[config.mk]
export PLATFORM = sky130hd
export DESIGN_NAME = pmp_region_encoder
export DESIGN_NICKNAME = d
export VERILOG_FILES = /design/src/rtl/pmp_enc_pkg.sv /design/src/rtl/pmp_region_classify.sv /design/src/rtl/pmp_region_encoder.sv
export SDC_FILE = /design/constraint.sdc
export NUM_CORES = 1
export LEC_CHECK = 0
export CAP_MARGIN = 30
export CELL_PAD_IN_SITES_DETAIL_PLACEMENT = 0
export CELL_PAD_IN_SITES_GLOBAL_PLACEMENT = 2
export CORE_ASPECT_RATIO = 1.25
export CORE_MARGIN = 2
export CORE_UTILIZATION = 42
export CTS_BUF_LIST = sky130_fd_sc_hd__clkbuf_8
export DETAILED_ROUTE_END_ITERATION = 8
export DONT_BUFFER_PORTS = 1
export PLACE_DENSITY_LB_ADDON = 0.1
export SLEW_MARGIN = 30
export SYNTH_ARGS = -nofsm -noshare
export SYNTH_HDL_FRONTEND = slang
export SYNTH_HIERARCHICAL = 1
export SYNTH_SLANG_ARGS = --single-unit
[constraint.sdc]
create_clock -name clk_i -period 11.3 [get_ports clk_i]
set_input_delay 2.26 -clock clk_i [delete_from_list [all_inputs] [get_ports clk_i]]
set_output_delay 2.26 -clock clk_i [all_outputs]
set_load 0.05 [all_outputs]
[src/rtl/pmp_enc_pkg.sv]
// pmp_enc_pkg: shared types for the PMP region encoder
package pmp_enc_pkg;

    typedef enum logic [1:0] {
        OFF   = 2'd0,
        TOR   = 2'd1,
        NA4   = 2'd2,
        NAPOT = 2'd3
    } pmp_addr_mode_t;

    typedef enum logic [2:0] {
        IDLE,
        ANALYZE,
        WR_PREV,
        WR_ENTRY,
        RESP
    } state_e;

    // Byte-to-pmpaddr shift at G=0; modules add their granularity on top.
    localparam int unsigned S = 2;

    // Wide enough for any pmpaddr; users slice down to PMP_LEN.
    localparam int unsigned AddrW = 64;

    typedef struct packed {
        pmp_addr_mode_t   mode;
        logic [AddrW-1:0] addr_prev;
        logic [AddrW-1:0] addr;
        logic [1:0]       entries;
        logic             err;
    } class_t;

endpackage

[src/rtl/pmp_region_classify.sv]
// pmp_region_classify: combinational NA4/NAPOT/TOR classification and pmpaddr computation
// Ports: base_i/size_i byte region, idx_i target entry, res_o classification result.
module pmp_region_classify
    import pmp_enc_pkg::*;
#(
    parameter int unsigned PLEN           = 56,
    parameter int unsigned PMP_LEN        = 54,
    parameter int unsigned PMPGranularity = 0,
    parameter int unsigned IdxW           = 4
) (
    input  logic [PLEN-1:0] base_i,
    input  logic [PLEN-1:0] size_i,
    input  logic [IdxW-1:0] idx_i,
    output class_t          res_o
);
    localparam int unsigned Sh = S + PMPGranularity;
    localparam int unsigned KW = $clog2(PLEN);
    localparam logic [PLEN-1:0] GrainMask = PLEN'((64'd1 << Sh) - 64'd1);

    logic [PLEN:0]    top;
    logic [KW-1:0]    k;
    logic [AddrW-1:0] base_sh, top_sh, ones, addr;
    logic             zero, misal, carry, pow2, na4, napot, tor, idx0, tor_bad, fit, err;

    // Trailing-zero count of size: k = log2(size) when size is a power of two.
    always_comb begin
        k = '0;
        for (int i = PLEN - 1; i >= 0; i--) k = size_i[i] ? KW'(i) : k;
    end

    assign top     = {1'b0, base_i} + {1'b0, size_i};
    assign zero    = size_i == '0;
    assign misal   = |((base_i | size_i) & GrainMask);
    assign carry   = top[PLEN];
    assign pow2    = !zero && ((size_i & (size_i - PLEN'(1))) == '0);
    assign na4     = (PMPGranularity == 0) && (size_i == PLEN'(4));
    assign napot   = !na4 && pow2 && (k >= KW'(3 + PMPGranularity)) && ((base_i & (size_i - PLEN'(1))) == '0);
    assign tor     = !na4 && !napot;
    assign idx0    = idx_i == '0;
    assign tor_bad = tor && idx0 && (base_i != '0);
    assign base_sh = AddrW'(base_i) >> Sh;
    assign top_sh  = AddrW'(top[PLEN-1:0]) >> Sh;
    // NAPOT: trailing ones below a zero at bit t encode size 2^(t+3+G).
    assign ones    = napot ? (AddrW'(1) << (k - KW'(3 + PMPGranularity))) - AddrW'(1) : '0;
    assign addr    = tor ? top_sh : (base_sh | ones);
    assign fit     = ((addr >> PMP_LEN) == '0) && (!tor || ((base_sh >> PMP_LEN) == '0));
    assign err     = zero || misal || carry || !fit || tor_bad;

    assign res_o.mode      = err ? OFF : tor ? TOR : napot ? NAPOT : NA4;
    assign res_o.addr_prev = base_sh;
    assign res_o.addr      = addr;
    assign res_o.entries   = err ? 2'd0 : (tor && !idx0) ? 2'd2 : 2'd1;
    assign res_o.err       = err;

endmodule

[src/rtl/pmp_region_encoder.sv]
// pmp_region_encoder: turns a byte region request into one or two PMP entry register writes
// Ports: req_* accepts base/size/idx (valid/ready); wr_* single-cycle entry writes;
//        rsp_* holds chosen mode, entries consumed and error until rsp_ready_i.
module pmp_region_encoder
    import pmp_enc_pkg::*;
#(
    parameter int unsigned PLEN           = 56,
    parameter int unsigned PMP_LEN        = 54,
    parameter int unsigned PMPGranularity = 0,
    parameter int unsigned NrEntries      = 16,
    parameter int unsigned IdxW           = $clog2(NrEntries)
) (
    input  logic               clk_i,
    input  logic               rst_i,
    input  logic               req_valid_i,
    output logic               req_ready_o,
    input  logic [PLEN-1:0]    req_base_i,
    input  logic [PLEN-1:0]    req_size_i,
    input  logic [IdxW-1:0]    req_idx_i,
    output logic               wr_valid_o,
    output logic [IdxW-1:0]    wr_idx_o,
    output logic [PMP_LEN-1:0] wr_addr_o,
    output pmp_addr_mode_t     wr_mode_o,
    output logic               rsp_valid_o,
    input  logic               rsp_ready_i,
    output pmp_addr_mode_t     rsp_mode_o,
    output logic [1:0]         rsp_entries_o,
    output logic               rsp_err_o
);
    state_e             state_q;
    logic [PLEN-1:0]    base_q, size_q;
    logic [IdxW-1:0]    idx_q;
    logic [PMP_LEN-1:0] ent_addr_q;
    pmp_addr_mode_t     ent_mode_q;
    logic [1:0]         entries_q;
    class_t             cls;
    logic               unused_hi;

    pmp_region_classify #(
        .PLEN          (PLEN),
        .PMP_LEN       (PMP_LEN),
        .PMPGranularity(PMPGranularity),
        .IdxW          (IdxW)
    ) u_classify (
        .base_i(base_q),
        .size_i(size_q),
        .idx_i (idx_q),
        .res_o (cls)
    );

    // Bits above PMP_LEN are zero whenever err is clear.
    assign unused_hi = ^{cls.addr[AddrW-1:PMP_LEN], cls.addr_prev[AddrW-1:PMP_LEN]};

    always_ff @(posedge clk_i) begin
        if (rst_i) begin
            state_q       <= IDLE;
            base_q        <= '0;
            size_q        <= '0;
            idx_q         <= '0;
            ent_addr_q    <= '0;
            ent_mode_q    <= OFF;
            entries_q     <= '0;
            req_ready_o   <= 1'b1;
            wr_valid_o    <= 1'b0;
            wr_idx_o      <= '0;
            wr_addr_o     <= '0;
            wr_mode_o     <= OFF;
            rsp_valid_o   <= 1'b0;
            rsp_mode_o    <= OFF;
            rsp_entries_o <= '0;
            rsp_err_o     <= 1'b0;
        end else begin
            case (state_q)
                IDLE: if (req_valid_i) begin
                    base_q      <= req_base_i;
                    size_q      <= req_size_i;
                    idx_q       <= req_idx_i;
                    req_ready_o <= 1'b0;
                    state_q     <= ANALYZE;
                end
                ANALYZE: begin
                    ent_addr_q <= cls.addr[PMP_LEN-1:0];
                    ent_mode_q <= cls.mode;
                    entries_q  <= cls.entries;
                    if (cls.err) begin
                        rsp_valid_o   <= 1'b1;
                        rsp_mode_o    <= OFF;
                        rsp_entries_o <= 2'd0;
                        rsp_err_o     <= 1'b1;
                        state_q       <= RESP;
                    end else if (cls.entries == 2'd2) begin
                        // TOR lower bound goes into the previous entry, left OFF.
                        wr_valid_o <= 1'b1;
                        wr_idx_o   <= idx_q - IdxW'(1);
                        wr_addr_o  <= cls.addr_prev[PMP_LEN-1:0];
                        wr_mode_o  <= OFF;
                        state_q    <= WR_PREV;
                    end else begin
                        wr_valid_o <= 1'b1;
                        wr_idx_o   <= idx_q;
                        wr_addr_o  <= cls.addr[PMP_LEN-1:0];
                        wr_mode_o  <= cls.mode;
                        state_q    <= WR_ENTRY;
                    end
                end
                WR_PREV: begin
                    wr_idx_o  <= idx_q;
                    wr_addr_o <= ent_addr_q;
                    wr_mode_o <= ent_mode_q;
                    state_q   <= WR_ENTRY;
                end
                WR_ENTRY: begin
                    wr_valid_o    <= 1'b0;
                    rsp_valid_o   <= 1'b1;
                    rsp_mode_o    <= ent_mode_q;
                    rsp_entries_o <= entries_q;
                    rsp_err_o     <= 1'b0;
                    state_q       <= RESP;
                end
                RESP: if (rsp_ready_i) begin
                    rsp_valid_o <= 1'b0;
                    req_ready_o <= 1'b1;
                    state_q     <= IDLE;
                end
                default: state_q <= IDLE;
            endcase
        end
    end

endmodule

# ---- Yosys cells after proc, flatten, opt, wreduce, memory -nomap -nowiden
# Index checks and enable logic that the tools add are counted.
dict set report classes {
  shifts 1
  bitwise_logic 4
  mux 89
  reduce_logical 36
  n_lt_le_gt_ge 1
  eq_ne 10
  addsub 5
}
# cell count
set op_table {}
lappend op_table {{$mux W6} 56}
lappend op_table {{$logic_not A56 Y1} 3}
lappend op_table {{$mux W64} 2}
lappend op_table {{$and A56 B56 Y56} 2}
lappend op_table {{$mux W54} 2}
lappend op_table {{$pmux W54 S2} 1}
lappend op_table {{$logic_not A64 Y1} 1}
lappend op_table {{$or A54 B64 Y64} 1}
lappend op_table {{$shl A1 B6 Y64 const A} 1}
lappend op_table {{$sub A64 B1 Y64 const B} 1}
lappend op_table {{$add A56 B56 Y57} 1}
lappend op_table {{$eq A56 B3 Y1 const B} 1}
lappend op_table {{$reduce_bool A56 Y1} 1}
lappend op_table {{$sub A56 B1 Y56 const B} 1}
lappend op_table {{$pmux W3 S5} 1}
lappend op_table {{$mux W2} 7}
lappend op_table {{$pmux W2 S2} 3}
lappend op_table {{$reduce_and A2 Y1} 5}
lappend op_table {{$mux W3} 3}
lappend op_table {{$logic_and A1 B1 Y1} 8}
lappend op_table {{$mux W4} 2}
lappend op_table {{$pmux W4 S2} 1}
lappend op_table {{$mux W1} 7}
lappend op_table {{$eq A3 B2 Y1 const B} 2}
lappend op_table {{19 further kinds} 33}
dict set report totals {
  output_inout_bits 68
  reg_bits 245
  word_cells 162
  input_bits 120
}

# ---- Depth between registers and ports, before layout
# Gate-level depths: netlist of the first run.
dict set report logic_depth {
  ltp_word 71
  depth_mapped 28
  depth_no_buf 24
}

# ---- Hierarchy
# Netlist of the first run, hierarchy kept.
# module cells_each n_inst area_each_um2 seq_area_each_um2
set by_module_without_submodules {}
lappend by_module_without_submodules {pmp_region_encoder 1223 1 10053.4 4904.7}
lappend by_module_without_submodules {pmp_region_classify 1176 1 7972.6 0.0}

# ---- Least setup slack after synthesis of the first run
# OpenSTA, ideal clock, no wires.
dict set report synth_path {
  kind {register to register}
  from {reg size_q[7]}
  to {reg wr_addr_o[10]}
  arrival_ns 5.352
  path_stages_with_launch 27
  slack_ns 5.816
  t_required_ns 11.168
  synth_period_minus_slack_ns 5.484
  setup_ns 0.132
  path_buffers 5
  cell_sequence {dfxtp_1 nor4_4 nand3_1 nor2_1 nand3_1 nor2_1 and3_1 nand3_1 nor2_1 nand3_1 ha_1 o22ai_1 or4_1 nor4_1 nand4_1 nor3_1 o21ai_1 and2_0 clkbuf_1 buf_1 a21o_1 buf_4 nor4b_4 or3_1 buf_2 buf_2 o32ai_2}
}
dict set report synth_via {
  elab_chain_len 23
  elab_cells_between_ends 48
  cone_classes {4 x add/sub; 1 x order compare; 3 x eq/ne; 1 x shift; 15 x mux; 3 x bitwise; 21 x reduce/logical}
}
# element line_no
set synth_rtl {}
lappend synth_rtl {{start, declared} pmp_region_encoder.sv:31} ;# logic [PLEN-1:0] base_q, size_q;
lappend synth_rtl {{start signal, assigned} pmp_region_encoder.sv:76} ;# size_q <= req_size_i;
lappend synth_rtl {{$mux W6 (8 in a row)} pmp_region_classify.sv:28} ;# for (int i = PLEN - 1; i >= 0; i--) k = size_i[i] ? KW'(i) : k;
lappend synth_rtl {{$sub A6 B2 Y6 or $ge A6 B2 Y1 (tied branches)} {pmp_region_classify.sv:44, pmp_region_classify.sv:37}}
lappend synth_rtl {{$shl A1 B6 Y64 or $logic_and A1 B1 Y1 (tied branches)} {pmp_region_classify.sv:44, pmp_region_classify.sv:37}}
lappend synth_rtl {{$sub A64 B1 Y64 or $logic_and A1 B1 Y1 (tied branches)} {pmp_region_classify.sv:44, pmp_region_classify.sv:37}}
lappend synth_rtl {{$mux W64 or $logic_not A1 Y1 (tied branches)} {pmp_region_classify.sv:44, pmp_region_classify.sv:38}}
lappend synth_rtl {{$or A54 B64 Y64 or $logic_and A1 B1 Y1 (tied branches)} {pmp_region_classify.sv:45, pmp_region_classify.sv:38}}
lappend synth_rtl {{$mux W64} pmp_region_classify.sv:45} ;# assign addr = tor ? top_sh : (base_sh | ones);
lappend synth_rtl {{$logic_not A64 Y1} pmp_region_classify.sv:46} ;# assign fit = ((addr >> PMP_LEN) == '0) && (!tor || ((base_sh >> PMP_LEN) == '0));
lappend synth_rtl {{$logic_not A1 Y1} pmp_region_classify.sv:47} ;# assign err = zero || misal || carry || !fit || tor_bad;
lappend synth_rtl {{$logic_or A1 B1 Y1} pmp_region_classify.sv:47}
lappend synth_rtl {{$logic_or A1 B1 Y1 (*)} pmp_region_classify.sv:47}
lappend synth_rtl {{net u_classify.err} pmp_region_classify.sv:23} ;# logic zero, misal, carry, pow2, na4, napot, tor, idx0, tor_bad, fit, err;
lappend synth_rtl {{$mux W2} pmp_region_classify.sv:52} ;# assign res_o.entries = err ? 2'd0 : (tor && !idx0) ? 2'd2 : 2'd1;
lappend synth_rtl {{$eq A2 B2 Y1} pmp_region_encoder.sv:91} ;# end else if (cls.entries == 2'd2) begin
lappend synth_rtl {{$mux W54} pmp_region_encoder.sv:91}
lappend synth_rtl {{$mux W54} pmp_region_encoder.sv:85} ;# if (cls.err) begin
lappend synth_rtl {{$pmux W54 S2} pmp_region_encoder.sv:73} ;# case (state_q)
lappend synth_rtl {{end signal, assigned} pmp_region_encoder.sv:95} ;# wr_addr_o <= cls.addr_prev[PMP_LEN-1:0];
lappend synth_rtl {{end signal, assigned} pmp_region_encoder.sv:101} ;# wr_addr_o <= cls.addr[PMP_LEN-1:0];
lappend synth_rtl {{end signal, assigned} pmp_region_encoder.sv:108} ;# wr_addr_o <= ent_addr_q;
lappend synth_rtl {{end, declared} pmp_region_encoder.sv:22} ;# output logic [PMP_LEN-1:0] wr_addr_o,
# The timed path passes the listed nets; every way through them passes the cells marked *. The select of a mux whose other input is x is not followed.
# A chain may end at the register's enable or synchronous reset.

==> results_dict.tcl, run 1 <==
set metrics [dict create \
    critical_path_required_ns 11.81 \
    critical_path.max_fanout 62 \
    floorplan.core_area_sq_um 42000 \
    drc 0 \
    cts_buffer_depth 3 \
    grt_pass1_vias 17100 \
    critPathSlowestCell "sky130_fd_sc_hd__nor4_4" \
    gp_routability_congestion 0.976 \
    netlist_area_sq_um 17900 \
    num_vias 17800 \
    clock_tree_root "sky130_fd_sc_hd__clkbuf_8" \
    skew_ns 0.0296 \
    fp.dieW_um 189 \
    hold_buffers 0 \
    rsz_0062_raised_after_global_routing "no" \
    largest_net_degree_at_the_start_of_global_routing 192 \
    timing.final.crit_period_ns 7.67 \
    fillerInstances 4438 \
    finalMaxSlewViolations 0 \
    maxCapViolCount 0 \
    tightestPinTransition_ns 1.00 \
    grt_pass1_wl_mm 113 \
    cts_tree "built" \
    timing.hold.worst.class "flip-flop to flip-flop" \
    routed_wl_mm 77.1 \
    multi_input_comb_area_sq_um 11500 \
    critical_path.startpoint_type "flip-flop" \
    min_period_over_period_pct 67.8 \
    postSynthNetCount 2613 \
    finalSetupViolCount 0 \
    power_per_cell_area_nw_per_um2 171 \
    io_buffer_count 0 \
    antenna-diode-count 0 \
    num-nets-final 2487 \
    num_rows 84 \
    vias_per_cell 6.28 \
    detailedRoute.firstIterationViolations 1697 \
    post_synth_inst_count 2379 \
    dr.pass1.iters 6 \
    overflow_left_after_global_routing 0 \
    io_pins 188 \
    die_area_sq_um 44200 \
    clock-sinks 245 \
    post_cts.repair.setup_buffers 0 \
    globalRouteTotalUtil_pct 33.6 \
    initial_util_pct 42.5 \
    power.leakage_nw 7.27 \
    cts.reportedPaths.clkPinSlew_ns 0.06 \
    clk_latency_ns 0.63 \
    timing.max_slew.rel_slack_pct 32.6 \
    critPathArrivalTime_ns 8.18 \
    max-vdd-ir-drop_mv 0.108 \
    post-place-cells 2767 \
    post-dp-hpwl_mm 57.7 \
    fmax_ghz 0.130 \
    critical_path_class "flip-flop to flip-flop" \
    final-seq-area_sq_um 4900 \
    finalWorstSetupSlack_ns 3.63 \
    instances_no_fill 2842 \
    synth_warnings 6 \
    setup_total_negative_slack_ns 0 \
    flow.area_growth_from_synthesis_pct 4.33 \
    worstSetupEndpointType "flip-flop" \
    cts-buffers-inserted 43 \
    ff2ff_setup_slack_ns 3.63 \
    cts_max_level 2 \
    worstPathCellList "nor4_4 > nand3_1 > nor2_1 > nand3_1 > nor2_1 > and3_1 > nand3_1 > nor3_1 > nand2_1 > ha_1 > nor4_1 > nand4_1 > nor4_1 > nand4_1 > nor3_1 > o21ai_1 > buf_4 > and2_0 > a21oi_4 > buf_4 > nand2b_2 > buf_4 > a211oi_1 > o32ai_1" \
    post_route_cells_drive_above_1_share_pct 8.28 \
    floorplan.die.height_um 235 \
    report.final.hold_viol_count 0 \
    critical-path-max-stage-delay_ns 0.61 \
    syn-mean-instance-area_sq_um 7.51 \
    place_worst_setup_slack_ns 3.84 \
    wl_per_cell_um 27.1 \
    run_status "complete, no violations" \
    post_cts.resized_instances 0 \
    grt_antenna_before_repair 2 \
    ant_nets 0 \
]
worst max-delay path: cells and delay by family, from the launching register on:
family | cells | cell delay (ns)
fa+ha+maj | 1 | 0.20
compound gates | 4 | 0.92
flops | 1 | 0.41
simple gates | 16 | 4.66
buf+inv | 3 | 1.31
final cells by class:
type / count / share of cell area (%)
multi-input combinational: 1800 / 61.6
sequential: 245 / 26.3
clock buffer: 53 / 3.91
tap: 559 / 3.75
inverter: 143 / 2.88
timing repair buffer: 20 / 0.805
clock inverter: 22 / 0.731
layer usage:
metal	up-vias	global-route usage, %	wire [um]
li1	8245	-	-
met1	8616	43.8	32400
met2	817	54.8	35400
met3	158	5.11	5580
met4	0	15.2	3710
met5	-	0	0
cells in the final DEF (no fill, tap or decap), types with 25 or more instances in the layout:
| master | instances |
|---|---|
| sky130_fd_sc_hd__nor4_1 | 42 |
| sky130_fd_sc_hd__nand2_1 | 436 |
| sky130_fd_sc_hd__nand3_1 | 50 |
| sky130_fd_sc_hd__o32ai_2 | 29 |
| sky130_fd_sc_hd__o22ai_1 | 26 |
| sky130_fd_sc_hd__clkbuf_8 | 53 |
| sky130_fd_sc_hd__a21oi_1 | 288 |
| sky130_fd_sc_hd__o21ai_0 | 53 |
| sky130_fd_sc_hd__inv_1 | 159 |
| sky130_fd_sc_hd__o32ai_1 | 28 |
| sky130_fd_sc_hd__xnor2_1 | 25 |
| sky130_fd_sc_hd__xor2_1 | 29 |
| sky130_fd_sc_hd__nor3_1 | 37 |
| sky130_fd_sc_hd__a211oi_1 | 68 |
| sky130_fd_sc_hd__ha_1 | 114 |
| sky130_fd_sc_hd__dfxtp_1 | 245 |
| sky130_fd_sc_hd__and3b_1 | 56 |
| sky130_fd_sc_hd__nor2_1 | 159 |
final timing paths:
kind | start | to | depth (start not counted)
worst max-delay path | size_q[7] | wr_addr_o[31] | 24
worst min-delay path | ent_addr_q[17] | ent_addr_q[17] | 2
worst max register to register | size_q[7] | wr_addr_o[31] | 24
worst min register to register | ent_addr_q[17] | ent_addr_q[17] | 2
stage by stage:
step           utilization, %  area [sq um]  hold slack, ns  total power [W]
2_1_floorplan               -         17900           0.432          0.00194
3_3_place_gp             42.3         17800           0.436          0.00234
3_5_place_dp             42.3         17800           0.441          0.00234
4_1_cts                  44.3         18600           0.449          0.00319
5_1_grt                  44.4         18600           0.467          0.00333
6_report                 44.4         18600           0.454          0.00320
sequential cells by signal (all words and copies together), names as in the netlist:
name,count
base_q,56
wr_addr_o,54
ent_addr_q,54
size_q,56
rsp_valid_o,1
req_ready_o,1
rsp_mode_o,2
rsp_entries_o,2
rsp_err_o,1
ent_mode_q,2
state_q,3
wr_valid_o,1
idx_q,4
wr_mode_o,2
wr_idx_o,4
entries_q,2
power by group:
group	internal [W]	switching, W
Clock	0.000448	0.000394
Combinational	0.000409	0.000850
Sequential	0.000924	0.000172
Power figures use the tool's default switching activity.
==> inputs of run 2 (changes only) <==
- CORE_UTILIZATION: 42 -> 35
- clock period: 11.3 -> 7 ns (I/O delays scaled with it)
==> run 2 against run 1 <==
- non-clock buffer count increased by 63
- fmax increased by 17%
- sequential power grew 60%
- sequential share of layout area decreased by 0.93 points
- first-iteration DRC count down 20%
- final area is 3.7% higher
- critical endpoint is now wr_addr_o[32]
==> results_dict.tcl, run 2 (synthesis results as in run 1) <==
set metrics [dict create \
    run_status "complete, no violations" \
    num-nets-final 2552 \
    vias_per_cell 5.90 \
    post_cts.resized_instances 0 \
    wl_per_cell_um 27.6 \
    instances_no_fill 3009 \
    clock_tree_root "sky130_fd_sc_hd__clkbuf_8" \
    report.final.hold_viol_count 0 \
    cts_tree "built" \
    num_vias 17800 \
    maxCapViolCount 0 \
    grt_pass1_vias 17300 \
    dr.pass1.iters 5 \
    tightestPinTransition_ns 0.911 \
    post_route_cells_drive_above_1_share_pct 10.8 \
    critical_path_class "flip-flop to flip-flop" \
    wl_met3_mm 4.67 \
    place_worst_setup_slack_ns 0.470 \
    globalRouteTotalUtil_pct 30.6 \
    num_rows 92 \
    cts-buffers-inserted 45 \
    fp.dieW_um 206 \
    drt-met1-wl_mm 36.1 \
    layout.cells.most_common_list "sky130_fd_sc_hd__nand2_1, sky130_fd_sc_hd__a21oi_1, sky130_fd_sc_hd__dfxtp_1" \
    cts.reportedPaths.clkPinSlew_ns 0.07 \
    worstSetupEndpointType "flip-flop" \
    io_buffer_count 0 \
    clk_latency_ns 0.65 \
    finalMaxSlewViolations 0 \
    post_cts.repair.setup_buffers 0 \
    cts_buffer_depth 3 \
    initial_util_pct 35.5 \
    largest_net_degree_at_the_start_of_global_routing 192 \
    critical_path.max_fanout 40 \
    io_pins 188 \
    layout_top_registers "base_q (56), size_q (56)" \
    min_period_over_period_pct 93.6 \
    timing.final.crit_period_ns 6.55 \
    finalWorstSetupSlack_ns 0.447 \
    clock-sinks 245 \
    fmax_ghz 0.153 \
    die_area_sq_um 52900 \
    cts_max_level 2 \
    grt_pass1_wl_mm 119 \
    power_per_cell_area_nw_per_um2 278 \
    drc 0 \
    layout_commonest_cell "sky130_fd_sc_hd__nand2_1" \
    timing.max_slew.rel_slack_pct 38.7 \
    skew_ns 0.0288 \
    ant_nets 0 \
    max-vdd-ir-drop_mv 0.183 \
    grt_antenna_before_repair 5 \
    met2WireLength_mm 39.3 \
    finalSetupViolCount 0 \
    placed_cell_area_sq_um 18400 \
    critPathArrivalTime_ns 7.09 \
    setup_total_negative_slack_ns 0 \
    fillerInstances 5445 \
    detailedRoute.firstIterationViolations 1364 \
    hold_buffers 0 \
    overflow_left_after_global_routing 0 \
    highest_signal_layer_in_the_routed_design "met4" \
    timing.hold.worst.class "flip-flop to flip-flop" \
    finalCoreUtilization_pct 38.3 \
    floorplan.core_area_sq_um 50400 \
    post-dp-hpwl_mm 62.9 \
    flow.area_growth_from_synthesis_pct 8.15 \
    routed_wl_mm 82.9 \
    critical_path_required_ns 7.53 \
    power.leakage_nw 7.62 \
    final_area_sq_um 19300 \
    gp_routability_congestion 0.971 \
    floorplan.die.height_um 257 \
    critical_path.startpoint_type "flip-flop" \
    post-place-cells 2929 \
]
run 2: cell types whose count changed in the layout (fill, tap and decap cells not counted), moves of 2 or more:
cell,before,now
sky130_fd_sc_hd__buf_4,20,79
sky130_fd_sc_hd__inv_1,159,157
sky130_fd_sc_hd__diode_2,0,2
sky130_fd_sc_hd__buf_12,0,4
sky130_fd_sc_hd__clkinvlp_4,2,0
sky130_fd_sc_hd__clkbuf_8,53,55
sky130_fd_sc_hd__clkinv_2,0,4
run 2: path summary, 6_finish.rpt:
path / from / slack (ns) / cells after the start / endpoint
worst max register to register: size_q[0] / 0.45 / 25 / wr_addr_o[32]
worst min register to register: ent_addr_q[22] / 0.45 / 2 / ent_addr_q[22]
worst min-delay path: ent_addr_q[22] / 0.45 / 2 / ent_addr_q[22]
worst max-delay path: size_q[0] / 0.45 / 25 / wr_addr_o[32]
run 2: worst max-delay path: stages, from the launching register on:
cell	delay, ns
sky130_fd_sc_hd__dfxtp_1	0.44
sky130_fd_sc_hd__inv_1	0.15
sky130_fd_sc_hd__ha_1	0.29
sky130_fd_sc_hd__nand3_1	0.21
sky130_fd_sc_hd__nor2_1	0.25
sky130_fd_sc_hd__nand3_1	0.15
sky130_fd_sc_hd__nor2_1	0.27
sky130_fd_sc_hd__and3_1	0.33
sky130_fd_sc_hd__nand3_1	0.16
sky130_fd_sc_hd__nor3_1	0.33
sky130_fd_sc_hd__nand2_1	0.10
sky130_fd_sc_hd__ha_1	0.19
sky130_fd_sc_hd__nor4_1	0.41
sky130_fd_sc_hd__nand4_1	0.13
sky130_fd_sc_hd__nor4_1	0.27
sky130_fd_sc_hd__nand4_1	0.20
sky130_fd_sc_hd__nor3_2	0.25
sky130_fd_sc_hd__o21ai_1	0.13
sky130_fd_sc_hd__a311o_1	0.31
sky130_fd_sc_hd__nor4b_2	0.27
sky130_fd_sc_hd__or2_1	0.30
sky130_fd_sc_hd__a21o_1	0.26
sky130_fd_sc_hd__nor4b_4	0.12
sky130_fd_sc_hd__or3_2	0.50
sky130_fd_sc_hd__buf_12	0.20
sky130_fd_sc_hd__o32ai_1	0.15
run 2: cell type report:
type	instances	area (sq um)	area share, %
multi-input combinational	1800	11500	59.3
sequential	245	4900	25.4
tap	658	823	4.26
clock buffer	55	757	3.92
timing repair buffer	83	673	3.48
inverter	143	537	2.78
clock inverter	23	169	0.874
antenna	2	5.00	0.0259
run 2: report_power, final:
part           internal, W  switching (W)  leakage (nW)
clock             0.000786       0.000663         0.531
combinational     0.000745        0.00142          5.09
sequential         0.00149       0.000268          2.00
run 2: routing by layer:
metal	GRT usage (%)	vias up
li1	-	8371
met1	40.7	8659
met2	51.0	602
met3	3.98	134
met4	9.82	0
met5	0	-
run 2: through the flow:
stage	hold WS, ns	power (W)
finish	0.451	0.00537
CTS	0.451	0.00538
floorplan	0.432	0.00313
global placement	0.436	0.00392
detailed placement	0.441	0.00390
global route	0.469	0.00563
